### src/rtl/line_window_sequencer.sv
// Raster sequencer for the multitap line buffer: loads tap spacing, gates pixels,
// tracks x/y and flags cycles where taps + live pixel form a full vertical column.
module line_window_sequencer #(
  parameter int COORD_BITS      = 8,
  parameter int NUM_TAPS        = 3,
  parameter int MAX_TAP_SPACING = 16
) (
  input  logic                  clk,
  input  logic                  reset_n,
  input  logic                  cfg_valid,
  input  logic [COORD_BITS-1:0] cfg_width,
  input  logic [COORD_BITS-1:0] cfg_height,
  output logic                  cfg_ready,
  output logic                  cfg_error,
  input  logic                  abort,
  input  logic                  in_valid,
  output logic                  in_ready,
  output logic                  sr_reset,
  output logic [15:0]           sr_tap_spacing,
  output logic                  sr_in_valid,
  output logic                  win_valid,
  output logic [COORD_BITS-1:0] win_x,
  output logic [COORD_BITS-1:0] win_y,
  output logic                  frame_done
);

  typedef enum logic [1:0] {IDLE, LOAD, RUN, DONE} state_t;

  localparam logic [COORD_BITS-1:0] MAX_W  = COORD_BITS'(MAX_TAP_SPACING);
  localparam logic [COORD_BITS-1:0] MIN_H  = COORD_BITS'(NUM_TAPS + 1);
  localparam logic [COORD_BITS-1:0] TAPS_C = COORD_BITS'(NUM_TAPS);
  localparam logic [COORD_BITS-1:0] ONE    = COORD_BITS'(1);

  state_t                state, state_nxt;
  logic [COORD_BITS-1:0] x, y, width_reg, height_reg;
  logic                  cfg_legal, cfg_take, accept, last_col, last_px;

  assign cfg_legal = (cfg_width != '0) && (cfg_width <= MAX_W) && (cfg_height >= MIN_H);
  assign cfg_take  = (state == IDLE) && cfg_valid;
  assign accept    = in_valid && in_ready;
  assign last_col  = (x == width_reg - ONE);
  assign last_px   = last_col && (y == height_reg - ONE);

  always_ff @(posedge clk) begin
    if (!reset_n) state <= IDLE;
    else          state <= state_nxt;
  end

  always_comb begin
    state_nxt = state;
    case (state)
      IDLE: if (cfg_take && cfg_legal) state_nxt = LOAD;
      LOAD: state_nxt = abort ? IDLE : RUN;
      // abort wins over a simultaneous last pixel: the frame is dropped
      RUN:  if (abort)                 state_nxt = IDLE;
            else if (accept && last_px) state_nxt = DONE;
      DONE: state_nxt = IDLE;
      default: state_nxt = IDLE;
    endcase
  end

  always_comb begin
    cfg_ready  = 1'b0;
    in_ready   = 1'b0;
    sr_reset   = 1'b0;
    frame_done = 1'b0;
    case (state)
      IDLE: cfg_ready  = reset_n;
      LOAD: sr_reset   = 1'b1;
      RUN:  in_ready   = 1'b1;
      DONE: frame_done = 1'b1;
      default: ;
    endcase
  end

  always_ff @(posedge clk) begin
    if (!reset_n) begin
      x          <= '0;
      y          <= '0;
      width_reg  <= '0;
      height_reg <= '0;
      cfg_error  <= 1'b0;
    end else begin
      cfg_error <= cfg_take && !cfg_legal;
      if (cfg_take && cfg_legal) begin
        width_reg  <= cfg_width;
        height_reg <= cfg_height;
        x          <= '0;
        y          <= '0;
      end else if (accept) begin
        if (last_col) begin
          x <= '0;
          y <= y + ONE;
        end else begin
          x <= x + ONE;
        end
      end
    end
  end

  assign sr_tap_spacing = 16'(width_reg);
  assign sr_in_valid    = accept;
  assign win_valid      = accept && (y >= TAPS_C);
  assign win_x          = x;
  assign win_y          = y - TAPS_C;

endmodule

### config.mk
export PLATFORM = sky130hd
export DESIGN_NAME = line_window_sequencer
export DESIGN_NICKNAME = d
export VERILOG_FILES = /design/src/rtl/line_window_sequencer.sv
export SDC_FILE = /design/constraint.sdc
export NUM_CORES = 1
export LEC_CHECK = 0
export CAP_MARGIN = 15
export CORE_UTILIZATION = 47
export DETAILED_ROUTE_END_ITERATION = 7
export GPL_ROUTABILITY_DRIVEN = 0
export PLACE_DENSITY = 0.78
export SYNTH_ARGS = -nofsm -noshare
export SYNTH_HDL_FRONTEND = slang
export SYNTH_SLANG_ARGS = --single-unit
### constraint.sdc
create_clock -name clk -period 4.1 [get_ports clk]
set_clock_uncertainty 0.1 [all_clocks]
set_input_delay 0.615 -clock clk [delete_from_list [all_inputs] [get_ports clk]]
set_output_delay 0.615 -clock clk [all_outputs]
set_load 0.03 [all_outputs]
==> reports/metrics.cfg, run 1 <==
[run_status]
status=complete, no violations

[routing]
wl_per_cell_um=14.13
firstDrtPassIters=4
postRouteAntennaNets=0
via_count=1934
wirelength_mm=5.015
via_per_inst=5.448
drt_iter0_markers=78
drc=0

[layout]
finalNetCount=327
register_area_sq_um=700.7
syn2layout_area_growth_pct=24.93
drive_gt1_frac=0.05611
final_util=0.6151
fin_area_sq_mm=0.002715
layout_commonest_cell=clkdlybuf4s50_1
mostFrequentLayoutCells=clkdlybuf4s50_1 (51), dfxtp_1 (35), nor2_1 (30)
fill_cells=405
n_antenna_cell=0
multi_input_area_sq_mm=0.001313

[timing]
worst_pin_slew_ps=921.7
holdWs_ps=421.1
relSlewSlack=0.3818
fin_setup_tns_ps=0
period_needed_ps=3079
slew_viol_final=0
setup_viol=0
rsz0062_at_grt=no
hold_viol=0
min_period_over_period=0.7510
max_freq_mhz=324.8

[grt]
globalRouteOverflowTotal=0
grt_pass1_vias=1811
track_usage=0.2127
grt_start_max_net_pins=18
grt_pass1_wl_mm=8.342
antenna_found_initial=0

[floorplanning]
coreArea_sq_mm=0.004414
fp.dieH_um=70
rows=24
io_pins=60
die_w_um=70
initial_utilization=0.4923
die_area_sq_mm=0.004900

[setup_path]
ff2ff_setup_slack_ps=1220
worst-r2r-cell-count=8
cp-start-kind=input port
worst-path-max-fanout=15
cp.arrival_ps=2360
r2r_end=y[5]
critPathKind=input port to output pin
rr_startpoint=width_reg[0]
end_kind=output pin
cp.required_ps=3380
worstSetupEndpoint=cfg_ready
startpoint=reset_n

[cts]
clk_latency_ps=300
clkSinkCount=35
cts_hold_buffers=0
cts_tree=yes
h-tree-depth=2
cts_root_buf=clkbuf_8
post-cts-setup-buffers=0
cts_resized=0
clk_pin_slew_ps=70
clk_path_buf_depth=2
numCtsBuffers=5

[yosys]
synthCells=256
synth-seq-cells=35
synth-edff-count=0
ys.warnings.count=0
synth_cell_types=52
synth_area_sq_mm=0.002173
synth_ff_type=dfxtp_1
syn_avg_cell_area_sq_um=8.490
async_flop_share=0
seq_area_frac_synth=0.3224

[placed_design]
placed_area_sq_mm=0.002630
port_buffers=51
dp_hpwl_mm=3.767

[power_and_ir_drop]
leakagePower_nw=1.132
vdd_drop_max_mv=0.1870
power.density_mw_per_mm2=244.9

[run]
drv_cap=0

[min_path]
hp-class=flip-flop to flip-flop

metrics by stage:
stage                     std cells  setup WS, ps  total power (W)
after floorplan                 263          1448        0.0004000
after global placement          347          1048        0.0004236
after detailed placement        347          1027        0.0004247
after CTS                       355          1017        0.0006676
after global routing            355         864.5        0.0006909
final                           355          1021        0.0006648
cell families after synthesis:
family,synth area share
adder cells (fa/ha/maj),0.02303
AO/OA/AOI/OAI,0.1198
flip-flops,0.3224
AND/OR/NAND/NOR,0.2395
other,0.001725
multiplexers,0.07887
buffers and inverters,0.08578
XOR/XNOR,0.1290
power breakdown:
group / switching (W) / internal [W] / leakage (nW)
combinational: 0.0000379 / 0.0000335 / 0.809
clock: 0.000129 / 0.000119 / 0.0412
sequential: 0.00000344 / 0.000342 / 0.282
routing by layer:
metal	wire length, um	global-route usage	up-vias	share of wire
met5	0	0	-	0
met4	61	0.06667	0	0.012
met3	210	0.04618	7	0.042
met2	2417	0.3665	52	0.48
met1	2326	0.2630	906	0.46
li1	-	-	969	-
worst min-delay path by stage:
stage,from,end,depth (start not counted)
2_1_floorplan,y[1],y[1],2
3_3_place_gp,y[1],y[1],2
3_5_place_dp,y[1],y[1],2
4_1_cts,y[1],y[1],2
5_1_grt,width_reg[7],width_reg[7],1
6_report,height_reg[7],height_reg[7],2
Yosys cell counts (2+ instances only):
cell type / n / share of area
dfxtp_1: 35 / 0.32
nor2_1: 30 / 0.052
nand2_1: 21 / 0.036
xnor2_1: 17 / 0.069
mux2i_1: 16 / 0.074
xor2_1: 15 / 0.060
buf_4: 11 / 0.038
a21oi_1: 10 / 0.023
o21ai_0: 10 / 0.023
inv_1: 8 / 0.014
and3_1: 7 / 0.020
nor4_1: 6 / 0.017
nand4_1: 5 / 0.014
nor3_1: 5 / 0.012
clkbuf_1: 4 / 0.0069
ha_1: 4 / 0.023
nand3_1: 4 / 0.0092
or3_1: 3 / 0.0086
a211oi_1: 2 / 0.0069
a31oi_1: 2 / 0.0058
a41oi_1: 2 / 0.0081
and2_1: 2 / 0.0058
and4_1: 2 / 0.0081
buf_6: 2 / 0.010
clkbuf_8: 2 / 0.013
nand2b_1: 2 / 0.0058
nand4b_1: 2 / 0.0081
or2_2: 2 / 0.0058
or2b_1: 2 / 0.0069
critical path: stages:
cell	delay [ps]
clkdlybuf4s50_1	580
inv_1	260
nor3_1	200
clkdlybuf4s50_1	710
cell type report:
type / count / share of cell area
Clock buffer: 6 / 0.02673
Timing Repair Buffer: 52 / 0.1908
Tap cell: 52 / 0.02396
Sequential cell: 35 / 0.2581
Multi-Input combinational cell: 199 / 0.4834
Inverter: 9 / 0.01244
Clock inverter: 2 / 0.004608
No activity file was read; power rests on OpenSTA's default activity.
==> inputs of run 2 (changes only) <==
--- a/config.mk
+++ b/config.mk
@@ -6,10 +6,10 @@
 export NUM_CORES = 1
 export LEC_CHECK = 0
 export CAP_MARGIN = 15
-export CORE_UTILIZATION = 47
+export CORE_UTILIZATION = 44
 export DETAILED_ROUTE_END_ITERATION = 7
 export GPL_ROUTABILITY_DRIVEN = 0
-export PLACE_DENSITY = 0.78
+export PLACE_DENSITY = 0.77
 export SYNTH_ARGS = -nofsm -noshare
 export SYNTH_HDL_FRONTEND = slang
 export SYNTH_SLANG_ARGS = --single-unit
==> constraint.sdc (replaced) <==
create_clock -name clk -period 2.7 [get_ports clk]
set_clock_uncertainty 0.1 [all_clocks]
set_input_delay 0.405 -clock clk [delete_from_list [all_inputs] [get_ports clk]]
set_output_delay 0.405 -clock clk [all_outputs]
set_load 0.03 [all_outputs]
==> reports/metrics.cfg, run 2 (synthesis gave the netlist of run 1 again) <==
[layout]
fin_area_sq_mm=0.002831
finalNetCount=336
fill_cells=412
layout_commonest_cell=clkdlybuf4s50_1
stdcell_count=379
mostFrequentLayoutCells=clkdlybuf4s50_1 (48), dfxtp_1 (34), nor2_1 (30)
final_util=0.5995
syn2layout_area_growth_pct=30.28
n_antenna_cell=0
drive_gt1_frac=0.09615

[setup_path]
cp.required_ps=2190
critPathKind=flip-flop to output pin
cp-start-kind=flip-flop
worst-path-max-fanout=5
ff2ff_setup_slack_ps=220
end_kind=output pin
cp.arrival_ps=2070

[routing]
drc=0
wl_per_cell_um=13.53
postRouteAntennaNets=0
via_per_inst=5.369
wirelength_mm=5.128
firstDrtPassIters=4
drt_iter0_markers=168
via_count=2035

[floorplanning]
die_w_um=72.28
coreArea_sq_mm=0.004723
initial_utilization=0.4601
die_area_sq_mm=0.005224
fp.dieH_um=72.28
rows=25
io_pins=60

[timing]
setup_viol=0
hold_viol=0
rsz0062_at_grt=no
fin_setup_tns_ps=0
holdWs_ps=405.9
max_freq_mhz=389.1
period_needed_ps=2570
min_period_over_period=0.9519
slew_viol_final=0

[cts]
clkSinkCount=35
clk_latency_ps=290
cts_tree=yes
numCtsBuffers=5
post-cts-setup-buffers=0
cts_root_buf=clkbuf_8
clk_pin_slew_ps=70
clk_path_buf_depth=2
h-tree-depth=2

[min_path]
hp-class=flip-flop to flip-flop

[power_and_ir_drop]
leakagePower_nw=1.194
vdd_drop_max_mv=0.2524
power.density_mw_per_mm2=393.0

[placed_design]
placed_area_sq_mm=0.002716
port_buffers=51
dp_hpwl_mm=3.811
dp.cells=371

[run]
drv_cap=0

[grt]
grt_start_max_net_pins=18
grt_pass1_wl_mm=8.459
antenna_found_initial=0
track_usage=0.2067
globalRouteOverflowTotal=0
grt_pass1_vias=1848

[run_status]
status=complete, no violations

## run 2: cell count changes in the layout (fill, tap and decap cells not counted)
| cell | delta |
|---|---|
| buf_4 | +9 |
| clkinv_4 | +1 |
| nor3_1 | -1 |
| clkbuf_2 | +1 |
| dfxtp_1 | -1 |
| dlygate4sd2_1 | +1 |
| dfxtp_2 | +1 |
| bufinv_16 | +1 |
| clkbuf_1 | -1 |
| clkdlybuf4s50_1 | -3 |
| dlymetal6s2s_1 | +1 |
| nor3_2 | +1 |
| clkinvlp_4 | -1 |
## run 2: per-layer routing
metal	wire (um)	up-vias	GRT usage	share of wire
met5	0	-	0	0
met4	36	0	0.08497	0.0070
met3	301	4	0.04583	0.059
met2	2461	77	0.3396	0.48
met1	2329	966	0.2621	0.45
li1	-	988	-	-
## run 2: report_power, final
group          internal, W  switching, W
logic            0.0000551     0.0000591
registers         0.000520    0.00000460
clock network     0.000275      0.000200
## run 2: repair_timing
action,CTS,global route
hold buffers,0,0
endpoints found under the setup margin,2,4
resized for setup,2,5
pin swaps,0,0
## run 2: worst paths after layout
check / start / end / depth (start not counted)
setup / recovery: y[0] / win_valid / 5
setup reg to reg: width_reg[1] / y[3] / 8
hold / removal: y[1] / y[1] / 2
hold reg to reg: y[1] / y[1] / 2
## run 2: worst max-delay path: stages (launching register included)
cell and delay (ps):
dfxtp_1 350, ha_1 300, nor3_2 180, nand2_1 110, o31a_1 250, clkdlybuf4s50_1 590
## run 2: layout make-up
class                   count  area, sq um  area share
flip-flops and latches     35        701.9      0.2479
multi-input cells         199         1318      0.4653
clock buffers               5        68.82     0.02430
well taps                  67        83.83     0.02961
repair buffers             61        581.8      0.2055
inverters                   9        33.78     0.01193
clock inverters             3        43.79     0.01547
## run 2: metrics by stage
| step | power, W | setup WS (ps) |
|---|---|---|
| after floorplan | 0.0006074 | 47.64 |
| after global placement | 0.0006486 | 229.7 |
| after detailed placement | 0.0006499 | 151.4 |
| after CTS | 0.001122 | 16.19 |
| after global routing | 0.001159 | 12.71 |
| final | 0.001113 | 129.8 |
